### config.mk
export PLATFORM = sky130hd
export DESIGN_NAME = audio_pwm_out
export DESIGN_NICKNAME = d
export VERILOG_FILES = /design/src/rtl/audio_pwm_out.sv
export SDC_FILE = /design/constraint.sdc
export NUM_CORES = 1
export LEC_CHECK = 0
export CAP_MARGIN = 20
export CORE_MARGIN = 2
export CORE_UTILIZATION = 60
export DETAILED_ROUTE_END_ITERATION = 7
export PLACE_DENSITY = 0.84
export SLEW_MARGIN = 20
export SYNTH_ARGS = -nofsm -noshare
export SYNTH_HDL_FRONTEND = slang
export SYNTH_SLANG_ARGS = --single-unit
### constraint.sdc
create_clock -name clk -period 4.4 [get_ports clk]
set_input_delay 1.32 -clock clk [delete_from_list [all_inputs] [get_ports clk]]
set_output_delay 1.32 -clock clk [all_outputs]
set_load 0.01 [all_outputs]
### src/rtl/audio_pwm_out.sv
// PWM audio output stage: sample FIFO, shift-based volume, mute, and a
// boundary-synchronised duty register driving a single-bit PWM pin.
module audio_pwm_out #(
    parameter int unsigned PWM_BITS = 8,
    parameter int unsigned DEPTH    = 4
) (
    input  logic                       clk,
    input  logic                       rst_n,
    input  logic [15:0]                sample_in,
    input  logic                       sample_valid,
    input  logic [2:0]                 vol,
    input  logic                       mute,
    input  logic                       clear_flags,
    output logic                       pwm_out,
    output logic [$clog2(DEPTH):0]     fifo_level,
    output logic                       overflow,
    output logic                       underrun
);

    localparam int unsigned AW = $clog2(DEPTH);
    localparam int unsigned LW = AW + 1;

    logic [PWM_BITS-1:0] r_cnt;
    logic [PWM_BITS-1:0] r_duty;
    logic                r_pwm;
    logic [15:0]         r_mem [DEPTH];
    logic [AW-1:0]       r_wptr;
    logic [AW-1:0]       r_rptr;
    logic [LW-1:0]       r_level;
    logic                r_overflow;
    logic                r_underrun;

    logic                w_boundary;
    logic                w_full;
    logic                w_empty;
    logic                w_pop;
    logic                w_push;
    logic                w_ovf_set;
    logic                w_unr_set;
    logic [15:0]         w_atten;

    always_comb begin
        w_boundary = &r_cnt;
        w_full     = (r_level == LW'(DEPTH));
        w_empty    = (r_level == '0);
        w_pop      = w_boundary & ~w_empty;
        // A pop on the same edge frees a slot, so a full FIFO still accepts.
        w_push     = sample_valid & (~w_full | w_pop);
        w_ovf_set  = sample_valid & w_full & ~w_pop;
        w_unr_set  = w_boundary & w_empty;
        w_atten    = r_mem[r_rptr] >> vol;
    end

    always_ff @(posedge clk) begin
        if (w_push) begin
            r_mem[r_wptr] <= sample_in;
        end
    end

    always_ff @(posedge clk or negedge rst_n) begin
        if (!rst_n) begin
            r_cnt      <= '0;
            r_duty     <= '0;
            r_pwm      <= 1'b0;
            r_wptr     <= '0;
            r_rptr     <= '0;
            r_level    <= '0;
            r_overflow <= 1'b0;
            r_underrun <= 1'b0;
        end else begin
            r_cnt <= r_cnt + 1'b1;
            r_pwm <= (r_cnt < r_duty) & ~mute;

            if (w_push) begin
                r_wptr <= r_wptr + 1'b1;
            end
            if (w_pop) begin
                r_rptr <= r_rptr + 1'b1;
                r_duty <= w_atten[15 -: PWM_BITS];
            end

            if (w_push && !w_pop) begin
                r_level <= r_level + 1'b1;
            end else if (w_pop && !w_push) begin
                r_level <= r_level - 1'b1;
            end

            // Set events take priority over a coincident clear.
            if (w_ovf_set) begin
                r_overflow <= 1'b1;
            end else if (clear_flags) begin
                r_overflow <= 1'b0;
            end
            if (w_unr_set) begin
                r_underrun <= 1'b1;
            end else if (clear_flags) begin
                r_underrun <= 1'b0;
            end
        end
    end

    assign pwm_out    = r_pwm;
    assign fifo_level = r_level;
    assign overflow   = r_overflow;
    assign underrun   = r_underrun;

endmodule
==> results.md, run 1 <==
* Initial antenna violation count at 0
* Slowest stage cell, crit path: clkdlybuf4s50_1
* Final Critical Period at 3084 ps
* Hold slack at 478.8 ps
* GRT Residual Overflow at 0
* Area post-placement at 2994 sq um
* Crit start category: input pin
* Leakage at 0.001287 uW
* Peak Freq at 324.3 MHz
* Final period util at 70.09%
* Setup TNS Final at 0 ps
* Asr flop ratio synth at 44.83%
* Post-synth EDFFs at 32
* Req. time, crit path at 4660 ps
* Ant. Diodes at 0
* Drt first pass iters at 4
* Outcome: finished clean
* Clk_skew at 5.064 ps
* Worst Hold Launch: r_duty[6]$_DFFE_PN0P_
* TritonCTS clock tree: yes
* Main flop type after synthesis: edfxtp_1
* Fin area at 3173 sq um
* # rows at 24
* Drt via density at 5.912
* Fin. max-slew vios at 0
* Cts repair resizes at 0
* Register area share after synthesis at 58.76%
* Ratio of cells with drive above 1 in the final layout at 12.61%
* CP endpoint kind: register
* Post-Place Cells at 258
* Seq cells post-synth at 58
* Synth warn at 0
* Global-route wire length before repair at 8.162 mm
* CP Max Fanout at 8
* Wire per inst at 17.97 um
* Clk pin slew, worst setup/hold paths at 60 ps
* Dpl hpwl at 3.578 mm
* RSZ-0062 raised after global routing: no
* Worst Path Buf+Inv at 3
* DRC Markers at 0
* Netlist cell types at 38
* Max_cap viols at 0
* Total power at 1456 uW
* CTS H-tree depth at 3
* Root Buffer Master: clkbuf_8
* Boundary pin count at 30
* Delay-heaviest family, CP: adder cells
* Post-CTS setup buffer count at 0
* # nets final at 255
* TritonCTS buffer count at 9
* Die W at 71.61 um
* Syn_nets at 227
* Arr. time, crit path at 3350 ps
* Vias at 1620
* CORE AREA at 4384 sq um
* Min-delay worst type: register to register
* Reg-to-Reg Start: r_cnt[0]$_DFF_PN0_
* Post-CTS Hold Fix Bufs at 0
* Worst rel slew slack at 58.23%
* Remaining antenna violation count at 0
* PwrDens at 458.9 nW/um^2
* Port bufs at 21
* Clock buffer depth at 2
* VDD IR-drop max at 0.2960 mV
* Global placement routability congestion at 0.7773
* Pin count of the biggest net entering global routing at 27
* Synth Cell Area at 2743 sq um
* Starting density of the core at 62.56%
* Detailed Route WL at 4.924 mm
* Fin cells at 274
* Die Y at 71.61 um
* Worst-Margin Slew at 626.6 ps
* Initial DRC count at 69
* Vias in the first global route at 1722
* Post-Synthesis Cells at 189
* Synthesis-to-finish area growth at 15.69%
* Final Hold Violating Endpoints at 0
* Clock sinks at 58
* Clk_lat worst skew at 340 ps
* Critical path's largest stage delay at 480 ps
* Setup Crit Path Kind: input pin to register
* Final setup viols at 0
* Critical path launch point: sample_valid
* Synthesized area per cell at 14.51 sq um
* Total global-route track usage at 21.85%
* CP cell instances: clkdlybuf4s50_1 > inv_1 > a31oi_2 > ha_1 > inv_1 > fa_1 > xor2_1 > nor2_1 > xor2_1
* DIE AREA at 5128 sq um
[cell type report]
| class | count | area [sq um] |
|---|---|---|
| Timing Repair Buffer | 22 | 212.7 |
| Clock inverter | 7 | 60.06 |
| Multi-Input combinational cell | 110 | 1040 |
| Inverter | 16 | 60.06 |
| Clock buffer | 9 | 123.9 |
| Fill cell | 292 | 1211 |
| Sequential cell | 58 | 1612 |
| Tap cell | 52 | 65.06 |
[path summary, 6_finish.rpt]
path,endpoint,cells after the start,slack [ps]
max,fifo_level[2]$_DFFE_PN0P_,9,1320
min,r_duty[6]$_DFFE_PN0P_,2,480
max reg2reg,fifo_level[2]$_DFFE_PN0P_,11,1550
min reg2reg,r_duty[6]$_DFFE_PN0P_,2,480
max in group asynchronous,r_wptr[0]$_DFFE_PN0P_,1,3050
min in group asynchronous,r_cnt[5]$_DFF_PN0_,1,970
[layer usage]
metal | vias up | global-route usage, % | share of wire, %
met5 | - | 0 | 0
met4 | 0 | 11.32 | 2.7
met3 | 13 | 6.610 | 4.1
met2 | 33 | 36.83 | 54
met1 | 807 | 25.30 | 39
li1 | 767 | - | -
[sequential cells by signal, indices dropped and copies added (netlist names)]
| signal | cells |
|---|---|
| r_rptr | 2 |
| r_mem | 32 |
| r_wptr | 2 |
| r_duty | 8 |
| fifo_level | 3 |
| overflow | 1 |
| underrun | 1 |
| r_cnt | 8 |
| pwm_out | 1 |
[kinds of logic after synthesis]
family,after synthesis,synth area share [%]
adder cells (fa/ha/maj),14,6.661
buffers and inverters,21,3.330
AND/OR/NAND/NOR,38,7.071
multiplexers,20,13.73
XOR/XNOR,12,3.832
AO/OA/AOI/OAI,26,6.615
flip-flops,58,58.76
[per-stage QoR]
stage               util (%)  setup slack (ps)
floorplan                  -              1666
global placement       68.29              1101
detailed placement     68.29             954.1
CTS                    72.49              1302
global route           72.37              1138
finish                 72.37              1316
[layout by cell type (no fill, tap or decap), types with 3 or more instances in the layout]
| cell | count |
|---|---|
| clkinv_1 | 3 |
| o21ai_1 | 3 |
| mux2i_1 | 5 |
| ha_1 | 13 |
| clkbuf_8 | 9 |
| xnor2_1 | 7 |
| mux4_2 | 10 |
| mux4_1 | 3 |
| clkdlybuf4s50_1 | 20 |
| inv_1 | 16 |
| dfrtp_1 | 26 |
| a21oi_1 | 4 |
| nand2_1 | 11 |
| edfxtp_1 | 32 |
| and2_1 | 5 |
| nand3_1 | 5 |
| o21ai_0 | 4 |
| nor2_1 | 5 |
| a211oi_1 | 3 |
| xor2_1 | 5 |
| a311oi_1 | 3 |
[worst reg2reg max path: cells and delay by family, from the launching register on]
family / cells / cell delay [ps]
fa+ha+maj: 3 / 850
simple gates: 4 / 690
compound gates: 1 / 420
flops: 1 / 410
xor+xnor: 2 / 340
buf+inv: 1 / 60
[Yosys cell counts (3+ instances only)]
cell type | count | area share, %
mux4_1 | 3 | 2.9
xor2_1 | 5 | 1.6
a21oi_1 | 4 | 0.73
nor2_1 | 5 | 0.68
and2_1 | 5 | 1.1
mux2i_1 | 5 | 1.8
xnor2_1 | 7 | 2.2
inv_1 | 16 | 2.2
dfrtp_1 | 26 | 24
edfxtp_1 | 32 | 35
a211oi_1 | 3 | 0.82
o21ai_1 | 3 | 0.55
o21ai_0 | 4 | 0.73
nand3_1 | 5 | 0.91
mux4_2 | 10 | 8.2
ha_1 | 13 | 5.9
nand2_1 | 11 | 1.5
a311oi_1 | 3 | 0.96
[report_power, final]
group,leakage (uW),switching [uW],internal (uW),total [uW]
Sequential,0.000605,51.4,670,722
Clock,0.0000955,201,254,455
Combinational,0.000587,145,134,280
No activity file was read; power rests on OpenSTA's default activity.
==> run 2, diff against run 1 <==
CORE_UTILIZATION = 56   (was 60)
PLACE_DENSITY = 0.79   (was 0.84)
clock period = 3.1 ns   (was 4.4 ns; I/O delays follow)
==> run 2 against run 1 <==
  * Clock skew is 4.0 ps higher
  * Core utilization is 3.4 points lower
  * Non-clock buffer count is 4 higher
  * Final area is 2.7% higher
  * Largest power group unchanged
==> results.md, run 2 (synthesis gave the netlist of run 1 again) <==
* Outcome: finished clean (unchanged)
* CORE AREA at 4723 sq um (was 4384 sq um)
* Req. time, crit path at 3340 ps (was 4660 ps)
* Cts repair resizes at 0 (unchanged)
* Commonest cells after routing, fill and taps aside: edfxtp_1 (32), dfrtp_1 (26), clkdlybuf4s50_1 (21) (was edfxtp_1 (32), dfrtp_1 (26), clkdlybuf4s50_1 (20))
* GRT Residual Overflow at 0 (unchanged)
* Final setup viols at 0 (unchanged)
* Drt via density at 5.515 (was 5.912)
* CTS H-tree depth at 3 (unchanged)
* Pin count of the biggest net entering global routing at 27 (unchanged)
* Peak Freq at 391.4 MHz
* Final Hold Violating Endpoints at 0 (unchanged)
* Max FFs per register at 32 (unchanged)
* TritonCTS buffer count at 9 (unchanged)
* Synthesis-to-finish area growth at 18.84% (was 15.69%)
* Vias in the first global route at 1725 (was 1722)
* Vias at 1616 (was 1620)
* Final Critical Period at 2555 ps
* Detailed Route WL at 4.908 mm (was 4.924 mm)
* Worst-Margin Slew at 608.1 ps (was 626.6 ps)
* Global placement routability congestion at 0.8242 (was 0.7773)
* Root Buffer Master: clkbuf_8 (unchanged)
* WHS Path Cells at 2 (unchanged)
* Hold path endpoint: r_duty[7]$_DFFE_PN0P_ (was r_duty[6]$_DFFE_PN0P_)
* Clk_lat worst skew at 320 ps (was 340 ps)
* Area post-placement at 3043 sq um (was 2994 sq um)
* FF-to-FF setup slack at 550 ps (was 1550 ps)
* TritonCTS clock tree: yes (unchanged)
* Fin area at 3259 sq um (was 3173 sq um)
* Total global-route track usage at 20.61% (was 21.85%)
* Critical path launch point: r_cnt[0]$_DFF_PN0_ (was sample_valid)
* Final period util at 82.41%
* Crit start category: register (was input pin)
* Clock sinks at 58 (unchanged)
* Critical path's largest stage delay at 420 ps (was 480 ps)
* # rows at 25 (was 24)
* Ant. Diodes at 0 (unchanged)
* RSZ-0062 raised after global routing: no (unchanged)
* Min-delay worst type: register to register (unchanged)
* Reg-to-Reg Start: r_cnt[0]$_DFF_PN0_ (unchanged)
* Worst Hold Launch: r_duty[7]$_DFFE_PN0P_ (was r_duty[6]$_DFFE_PN0P_)
* Leakage at 0.001314 uW (was 0.001287 uW)
* Util after Layout at 69.01% (was 72.37%)
* Clk pin slew, worst setup/hold paths at 70 ps (was 60 ps)
* Global-route wire length before repair at 8.307 mm (was 8.162 mm)
* Layout fillers at 330 (was 292)
* Die W at 73.98 um (was 71.61 um)
* Worst rel slew slack at 59.46% (was 58.23%)
* Largest Register: r_mem (unchanged)
* Dpl hpwl at 3.594 mm (was 3.578 mm)
* DIE AREA at 5473 sq um (was 5128 sq um)
* Wire per inst at 16.75 um (was 17.97 um)
* Initial DRC count at 116 (was 69)
* Total power at 2168 uW (was 1456 uW)
* R2R Path End: fifo_level[2]$_DFFE_PN0P_ (unchanged)
* Boundary pin count at 30 (unchanged)
* Setup Crit Path Kind: register to register (was input pin to register)
* Clock buffer depth at 2 (unchanged)
* Reg2reg path depth at 11 (unchanged)
* Port bufs at 21 (unchanged)
* Setup TNS Final at 0 ps (unchanged)
* Slowest stage cell, crit path: dfrtp_1 (was clkdlybuf4s50_1)
* PwrDens at 665.2 nW/um^2 (was 458.9 nW/um^2)
* Ratio of cells with drive above 1 in the final layout at 14.60% (was 12.61%)
* Fin. max-slew vios at 0 (unchanged)
* CP endpoint kind: register (unchanged)
* Arr. time, crit path at 2800 ps (was 3350 ps)
* Remaining antenna violation count at 0 (unchanged)
* VDD IR-drop max at 0.4197 mV (was 0.2960 mV)
* Post-CTS Hold Fix Bufs at 0 (unchanged)
* Post-CTS setup buffer count at 0 (unchanged)
* CP Max Fanout at 5 (was 8)
* Clk_skew at 9.068 ps (was 5.064 ps)
* # nets final at 259 (was 255)
* CP cell instances: ha_1 > nand3_1 > nor2_1 > nand3_1 > a31oi_2 > ha_1 > inv_1 > fa_1 > xor2_1 > nor2_1 > xor2_1 (was clkdlybuf4s50_1 > inv_1 > a31oi_2 > ha_1 > inv_1 > fa_1 > xor2_1 > nor2_1 > xor2_1)
* Commonest non-fill, non-tap cell in the layout: edfxtp_1 (unchanged)
* Max_cap viols at 0 (unchanged)
* DRC Markers at 0 (unchanged)
* Die Y at 73.98 um (was 71.61 um)
* Initial antenna violation count at 0 (unchanged)
* Drt first pass iters at 4 (unchanged)
* Starting density of the core at 58.07% (was 62.56%)
* Largest regs: r_mem: 32 flops, r_cnt: 8 flops, r_duty: 8 flops (unchanged)
==> run 2: how the worst max path moves through the flow <==
stage | end | slack (ps)
4_1_cts | fifo_level[2]$_DFFE_PN0P_ | 530
5_1_grt | fifo_level[2]$_DFFE_PN0P_ | 270
6_report | fifo_level[2]$_DFFE_PN0P_ | 550
3_3_place_gp | fifo_level[2]$_DFFE_PN0P_ | 360
3_5_place_dp | fifo_level[2]$_DFFE_PN0P_ | 300
2_1_floorplan | fifo_level[2]$_DFFE_PN0P_ | 660
==> run 2: report_power, final <==
part           internal [uW]  leakage [uW]  total (uW)  switching (uW)
combinational            195      0.000606         391             196
clock                    451      0.000103         750             300
sequential               951      0.000605        1030            76.3
==> run 2: critical path, delay by kind of cell (launching register included) <==
kind                     cells  cell delay (ps)
adder cells (fa/ha/maj)      3              800
AND/OR/NAND/NOR              4              680
flip-flops                   1              420
buffers and inverters        1               60
XOR/XNOR                     2              320
AO/OA/AOI/OAI                1              230
==> run 2: metal layers <==
metal  GRT usage, %  wire length [um]  vias to the layer above
li1               -                 -                      768
met1          25.56              2071                      816
met2          36.11              2624                       28
met3          5.014               176                        4
met4          6.061                36                        0
met5              0                 0                        -
==> run 2: layout make-up <==
class,count,area (sq um),share of cell area (%)
flip-flops and latches,58,1612,49.44
multi-input cells,110,1040,31.90
repair buffers,26,247.7,7.601
clock buffers,9,123.9,3.800
clock inverters,7,92.59,2.841
well taps,67,83.83,2.572
inverters,16,60.06,1.843
==> run 2: stage by stage <==
stage | hold slack [ps] | cells | worst slack [ps]
global route | 517.3 | 293 | 266.9
detailed placement | 479.1 | 277 | 299.4
floorplan | 443.2 | 189 | 657.2
global placement | 471.3 | 277 | 357.7
finish | 487.7 | 293 | 545.3
CTS | 495.4 | 293 | 530.2
